<file path="config.mk">
export PLATFORM = sky130hd
export DESIGN_NAME = multicycle_main_fsm
export DESIGN_NICKNAME = d
export VERILOG_FILES = /design/src/rtl/riscv_ctrl_pkg.sv /design/src/rtl/imm_src_decoder.sv /design/src/rtl/multicycle_main_fsm.sv
export SDC_FILE = /design/constraint.sdc
export NUM_CORES = 1
export LEC_CHECK = 0
export ABC_AREA = 1
export CAP_MARGIN = 20
export CORE_MARGIN = 2
export CORE_UTILIZATION = 31
export DETAILED_ROUTE_END_ITERATION = 8
export PLACE_DENSITY_LB_ADDON = 0.08
export SETUP_SLACK_MARGIN = 0.5
export SYNTH_ARGS = -nofsm -noshare
export SYNTH_HDL_FRONTEND = slang
export SYNTH_HIERARCHICAL = 1
export SYNTH_SLANG_ARGS = --single-unit
</file>
<file path="constraint.sdc">
create_clock -name clk -period 1 [get_ports clk]
set_clock_uncertainty 0.05 [all_clocks]
set_input_delay 0.2 -clock clk [delete_from_list [all_inputs] [get_ports clk]]
set_output_delay 0.2 -clock clk [all_outputs]
set_load 0.05 [all_outputs]
</file>
<file path="src/rtl/riscv_ctrl_pkg.sv">
// riscv_ctrl_pkg: shared RV32I control encodings; S_TRAP exists only with MULTICYCLE_FSM_ILLEGAL_TRAP_EN.
package riscv_ctrl_pkg;
  typedef enum logic [3:0] {
    S_FETCH, S_DECODE, S_MEMADR, S_MEMREAD, S_MEMWB, S_MEMWRITE,
    S_EXECUTER, S_EXECUTEI, S_ALUWB, S_JAL, S_BEQ
`ifdef MULTICYCLE_FSM_ILLEGAL_TRAP_EN
    , S_TRAP
`endif
  } state_t;
  localparam logic [6:0] OP_LOAD   = 7'b0000011;
  localparam logic [6:0] OP_STORE  = 7'b0100011;
  localparam logic [6:0] OP_RTYPE  = 7'b0110011;
  localparam logic [6:0] OP_ITYPE  = 7'b0010011;
  localparam logic [6:0] OP_JAL    = 7'b1101111;
  localparam logic [6:0] OP_BRANCH = 7'b1100011;
  localparam logic [1:0] ALUOP_ADD = 2'b00;
  localparam logic [1:0] ALUOP_SUB = 2'b01;
  localparam logic [1:0] ALUOP_FUNCT = 2'b10;
  localparam logic [1:0] RES_ALUOUT = 2'b00;
  localparam logic [1:0] RES_READDATA = 2'b01;
  localparam logic [1:0] RES_ALURESULT = 2'b10;
  localparam logic [1:0] SRCA_PC = 2'b00;
  localparam logic [1:0] SRCA_OLDPC = 2'b01;
  localparam logic [1:0] SRCA_RS1 = 2'b10;
  localparam logic [1:0] SRCB_RS2 = 2'b00;
  localparam logic [1:0] SRCB_IMM = 2'b01;
  localparam logic [1:0] SRCB_FOUR = 2'b10;
  localparam logic [1:0] IMM_I = 2'b00;
  localparam logic [1:0] IMM_S = 2'b01;
  localparam logic [1:0] IMM_B = 2'b10;
  localparam logic [1:0] IMM_J = 2'b11;
endpackage

</file>
<file path="src/rtl/imm_src_decoder.sv">
// imm_src_decoder: opcode to immediate-format select, shared with the pipelined core.
module imm_src_decoder
  import riscv_ctrl_pkg::*;
(
  input  logic [6:0] op,
  output logic [1:0] imm_src
);
  always_comb begin
    imm_src = op == OP_STORE  ? IMM_S :
              op == OP_BRANCH ? IMM_B :
              op == OP_JAL    ? IMM_J : IMM_I;
  end
endmodule

</file>
<file path="src/rtl/multicycle_main_fsm.sv">
// multicycle_main_fsm: multicycle RV32I main control FSM.
// MULTICYCLE_FSM_ILLEGAL_TRAP_EN traps unknown opcodes in a sticky S_TRAP state.
module multicycle_main_fsm
  import riscv_ctrl_pkg::*;
#(
  parameter state_t RESET_STATE = S_FETCH
) (
  input  logic       clk,
  input  logic       rst,
  input  logic [6:0] op,
  input  logic       zero,
  output logic       PCWrite,
  output logic       AdrSrc,
  output logic       MemWrite,
  output logic       IRWrite,
  output logic [1:0] ResultSrc,
  output logic [1:0] ALUSrcA,
  output logic [1:0] ALUSrcB,
  output logic [1:0] ALUOp,
  output logic [1:0] ImmSrc,
  output logic       RegWrite,
  output logic       instr_done,
  output logic       illegal_instr
);
`ifdef MULTICYCLE_FSM_ILLEGAL_TRAP_EN
  localparam state_t ILLEGAL_NEXT = S_TRAP;
  logic r_illegal;
  assign illegal_instr = r_illegal;
`else
  localparam state_t ILLEGAL_NEXT = S_FETCH;
  assign illegal_instr = 1'b0;
`endif
  state_t r_state;
  state_t w_dec_next;
  logic   w_pc_update;
  logic   w_branch;
  imm_src_decoder u_imm (.op(op), .imm_src(ImmSrc));
  always_comb begin
    w_dec_next = (op == OP_LOAD || op == OP_STORE) ? S_MEMADR :
                 op == OP_RTYPE  ? S_EXECUTER :
                 op == OP_ITYPE  ? S_EXECUTEI :
                 op == OP_JAL    ? S_JAL :
                 op == OP_BRANCH ? S_BEQ : ILLEGAL_NEXT;
  end
  always_ff @(posedge clk) begin
    if (rst) begin
      r_state <= RESET_STATE;
`ifdef MULTICYCLE_FSM_ILLEGAL_TRAP_EN
      r_illegal <= 1'b0;
`endif
    end else begin
      case (r_state)
        S_FETCH:    r_state <= S_DECODE;
        S_DECODE:   r_state <= w_dec_next;
        S_MEMADR:   r_state <= op == OP_LOAD ? S_MEMREAD : S_MEMWRITE;
        S_MEMREAD:  r_state <= S_MEMWB;
        S_EXECUTER: r_state <= S_ALUWB;
        S_EXECUTEI: r_state <= S_ALUWB;
        S_JAL:      r_state <= S_ALUWB;
`ifdef MULTICYCLE_FSM_ILLEGAL_TRAP_EN
        S_TRAP:     r_state <= S_TRAP;
`endif
        default:    r_state <= S_FETCH;
      endcase
`ifdef MULTICYCLE_FSM_ILLEGAL_TRAP_EN
      if (r_state == S_DECODE && w_dec_next == S_TRAP) r_illegal <= 1'b1;
`endif
    end
  end
  // Write enables are gated by rst so a reset mid-instruction issues no partial write.
  always_comb begin
    w_pc_update = r_state == S_FETCH || r_state == S_JAL;
    w_branch    = r_state == S_BEQ;
    PCWrite     = ~rst & (w_pc_update | (w_branch & zero));
    IRWrite     = ~rst & (r_state == S_FETCH);
    MemWrite    = ~rst & (r_state == S_MEMWRITE);
    RegWrite    = ~rst & (r_state == S_MEMWB || r_state == S_ALUWB);
    AdrSrc      = r_state == S_MEMREAD || r_state == S_MEMWRITE;
    instr_done  = r_state == S_MEMWB || r_state == S_MEMWRITE ||
                  r_state == S_ALUWB || r_state == S_BEQ;
    ResultSrc   = r_state == S_FETCH ? RES_ALURESULT :
                  r_state == S_MEMWB ? RES_READDATA : RES_ALUOUT;
    ALUSrcA     = (r_state == S_DECODE || r_state == S_JAL) ? SRCA_OLDPC :
                  (r_state == S_MEMADR || r_state == S_EXECUTER ||
                   r_state == S_EXECUTEI || r_state == S_BEQ) ? SRCA_RS1 : SRCA_PC;
    ALUSrcB     = (r_state == S_FETCH || r_state == S_JAL) ? SRCB_FOUR :
                  (r_state == S_DECODE || r_state == S_MEMADR ||
                   r_state == S_EXECUTEI) ? SRCB_IMM : SRCB_RS2;
    ALUOp       = (r_state == S_EXECUTER || r_state == S_EXECUTEI) ? ALUOP_FUNCT :
                  r_state == S_BEQ ? ALUOP_SUB : ALUOP_ADD;
  end
endmodule

</file>
==> impl_results.md <==
- Comb pwr share: 54.3%
- Max_cap viols: 0
- Critical R2R Capture: r_state[2]
- Vias/cell: 5.65
- Worst Setup EP: PCWrite
- Post-DRT Antenna Nets: 0
- Switching share of power: 44.6%
- Static leakage power: 0.000728 µW
- IO Port Bufs: 25
- Final nets: 169
- VDD IR max: 0.843 mV
- Netlist area before placement: 536 µm²
- WP data arrival: 1.39 ns
- Initial Utilization: 32.1%
- Clock sinks: 4
- Antenna fix cells: 0
- WP buf/inv: 1
- Syn nets: 107
- FILL cells: 23
- R2R setup slack: -0.48 ns
- Critical path's most frequent cell: nor2_4
- Max clock buf depth: 2
- Switch Pwr: 433 µW
- Crit. End Element: output pin
- Largest Register: r_state
- Number of cells on the critical path: 6
- Internal power: 538 µW
- Total grt overflow: 0
- Cells along the critical path: nor2_4 -> nand2_4 -> o21ai_4 -> a21oi_2 -> nor2_4 -> buf_12
- DP Wirelength: 1.60 mm
- Maximum fanout along the worst path: 5
- Final-report hold violation count: 0
- Clk_lat worst skew: 0.26 ns
- Fmax: 611 MHz
- Worst Setup SP: r_state[2]
- GRT Overall Usage: 30.7%
- Top flop regs: r_state: 4 flops
- Setup CP Type: reg2out
- HP Class: in2reg
- Syn Inst Count: 97
- Syn Area/Cell: 5.52 µm²
- Multi-input gate area: 644 µm²
- DR DRC count: 0
- DR vias: 989
- Pre-antenna DRT Iters: 4
- CTS hold repair buffers: 0
- H-tree depth: 1
- Initial antenna violation count: 0
- Die Area: 0.00208 mm²
- Final Cycle Share: 164%
- Largest net degree at the start of global routing: 6
- Core area: 0.00167 mm²
- Status: finished with violations
- Fraction of layout cells with a size suffix above 1: 80.4%
- Dpl ws: -0.646 ns
- Pwr Density: 594 mW/mm²
- Cell variety after synth: 23
- Total power: 971 µW
- Chip height: 45.6 µm
- Nature of the critical path startpoint: flop
- CTS Buf Count: 3
- Critical Path Max Stage Delay: 0.39 ns
- I/O pins: 27
- Sequential Power Share: 17.5%
- TritonCTS clock tree: built
- Routability cong.: 0.759
- Vias in the first global route: 957
- Reg clk slew, reported paths: 0.06 ns
- Clock power frac: 28.2%
- RSZ-0062 raised after global routing: true
- Final setup fails: 20
- R2R cell count: 9
- Area Overhead vs Synth: 205%
- Critical-path top delay cell: dfxtp_4
- Drt initial violations: 51
- Max-slew violations: 0
- Rows: 15
- RR Startpoint: r_state[2]
- Worst EP required: 0.75 ns
- CTS root buffer: clkbuf_4
- Sequential-to-total area share from yosys stat: 15.0%
- Worst Slack Setup Final: -0.638 ns
- Failing checks: setup timing
- Register bit total from synthesis: 4
- Wirelength per Cell: 23.3 µm
- Post-route minimum period: 1.64 ns
- Register area: 95.1 µm²
- Ys Warns: 6
- Crit path max-delay family: simple AND/OR/NAND/NOR gates
- First-pass GRT wire length: 4.53 mm
- Die width: 45.6 µm
- Routed WL: 4.08 mm
- Max reg flops: 4
- Setup tns final: -9.55 ns
==> area by class of cell <==
cell class,count,share of cell area [%]
repair buffers,60,45.0
multi-input cells,72,39.4
inverters,18,6.81
flip-flops and latches,4,5.82
clock buffers,4,1.61
well taps,17,1.30
==> worst min path at each step <==
stage	start	end	slack [ns]	cells past startpoint
after global routing	op[5]	r_state[1]	0.47	4
final	op[5]	r_state[1]	0.47	4
after floorplan	op[4]	r_state[2]	0.36	4
after global placement	r_state[3]	r_state[0]	0.51	3
after detailed placement	r_state[3]	r_state[0]	0.54	3
after CTS	op[3]	r_state[3]	0.40	7
==> worst register-to-register path: cells and delay by family, from the launching register on <==
family / cells / cell delay, ns
flip-flops: 1 / 0.39
buffers and inverters: 5 / 0.54
AND/OR/NAND/NOR: 4 / 0.44
==> cell families after synthesis <==
family | synth area share, %
compound gates | 15.0
buf+inv | 16.1
flops | 15.0
other cells | 0.700
simple gates | 53.3
==> what timing repair did <==
action | 4_1_cts | 5_1_grt
gates resized for setup | 64 | 11
pin swaps | 18 | 11
buffers inserted | 8 | 4
endpoints found under the setup margin | 20 | 20
==> cell usage after synthesis, drive strengths merged <==
library cell  count  area [µm²]
a21oi             5        28.8
nand2            30         125
buf               3        18.8
nand3             4        25.0
o22ai             2        12.5
nor3              2        10.0
nor2             23         125
o211ai            1        12.5
dfxtp             4        80.1
inv              18        67.6
o21ai             3        18.8
o31ai             1        7.51
conb              1        3.75
==> layer usage <==
layer / global-route usage, % / vias to the layer above / part of all wire [%]
met3: 5.16 / 34 / 7.9
met5: 0 / - / 0
li1: - / 418 / -
met4: 17.6 / 0 / 7.0
met2: 54.6 / 76 / 52
met1: 33.7 / 461 / 33
==> cell usage in the layout, fill, tap and decap left out, types with 5 or more instances in the layout <==
| master | count |
|---|---|
| buf_4 | 22 |
| nand2_2 | 6 |
| nand2_4 | 9 |
| buf_6 | 12 |
| inv_1 | 5 |
| nor2_4 | 13 |
| nand2_1 | 14 |
| nor2_1 | 5 |
| buf_12 | 18 |
| a21oi_2 | 5 |
==> power by group through the flow <==
stage	logic [µW]	clock network [µW]	registers [µW]
floorplan	221	0	171
global placement	426	0	171
detailed placement	436	0	172
CTS	478	227	166
global route	540	283	170
finish	527	274	170
==> per-stage QoR <==
step	util [%]	instance area, µm²	hold slack [ns]	cells
after floorplan	-	723	0.358	97
after global routing	97.8	1630	0.472	175
final	97.8	1630	0.467	175
after global placement	79.6	1330	0.508	159
after CTS	93.7	1570	0.400	171
after detailed placement	79.6	1330	0.535	159
(Power assumes the default switching activity.)
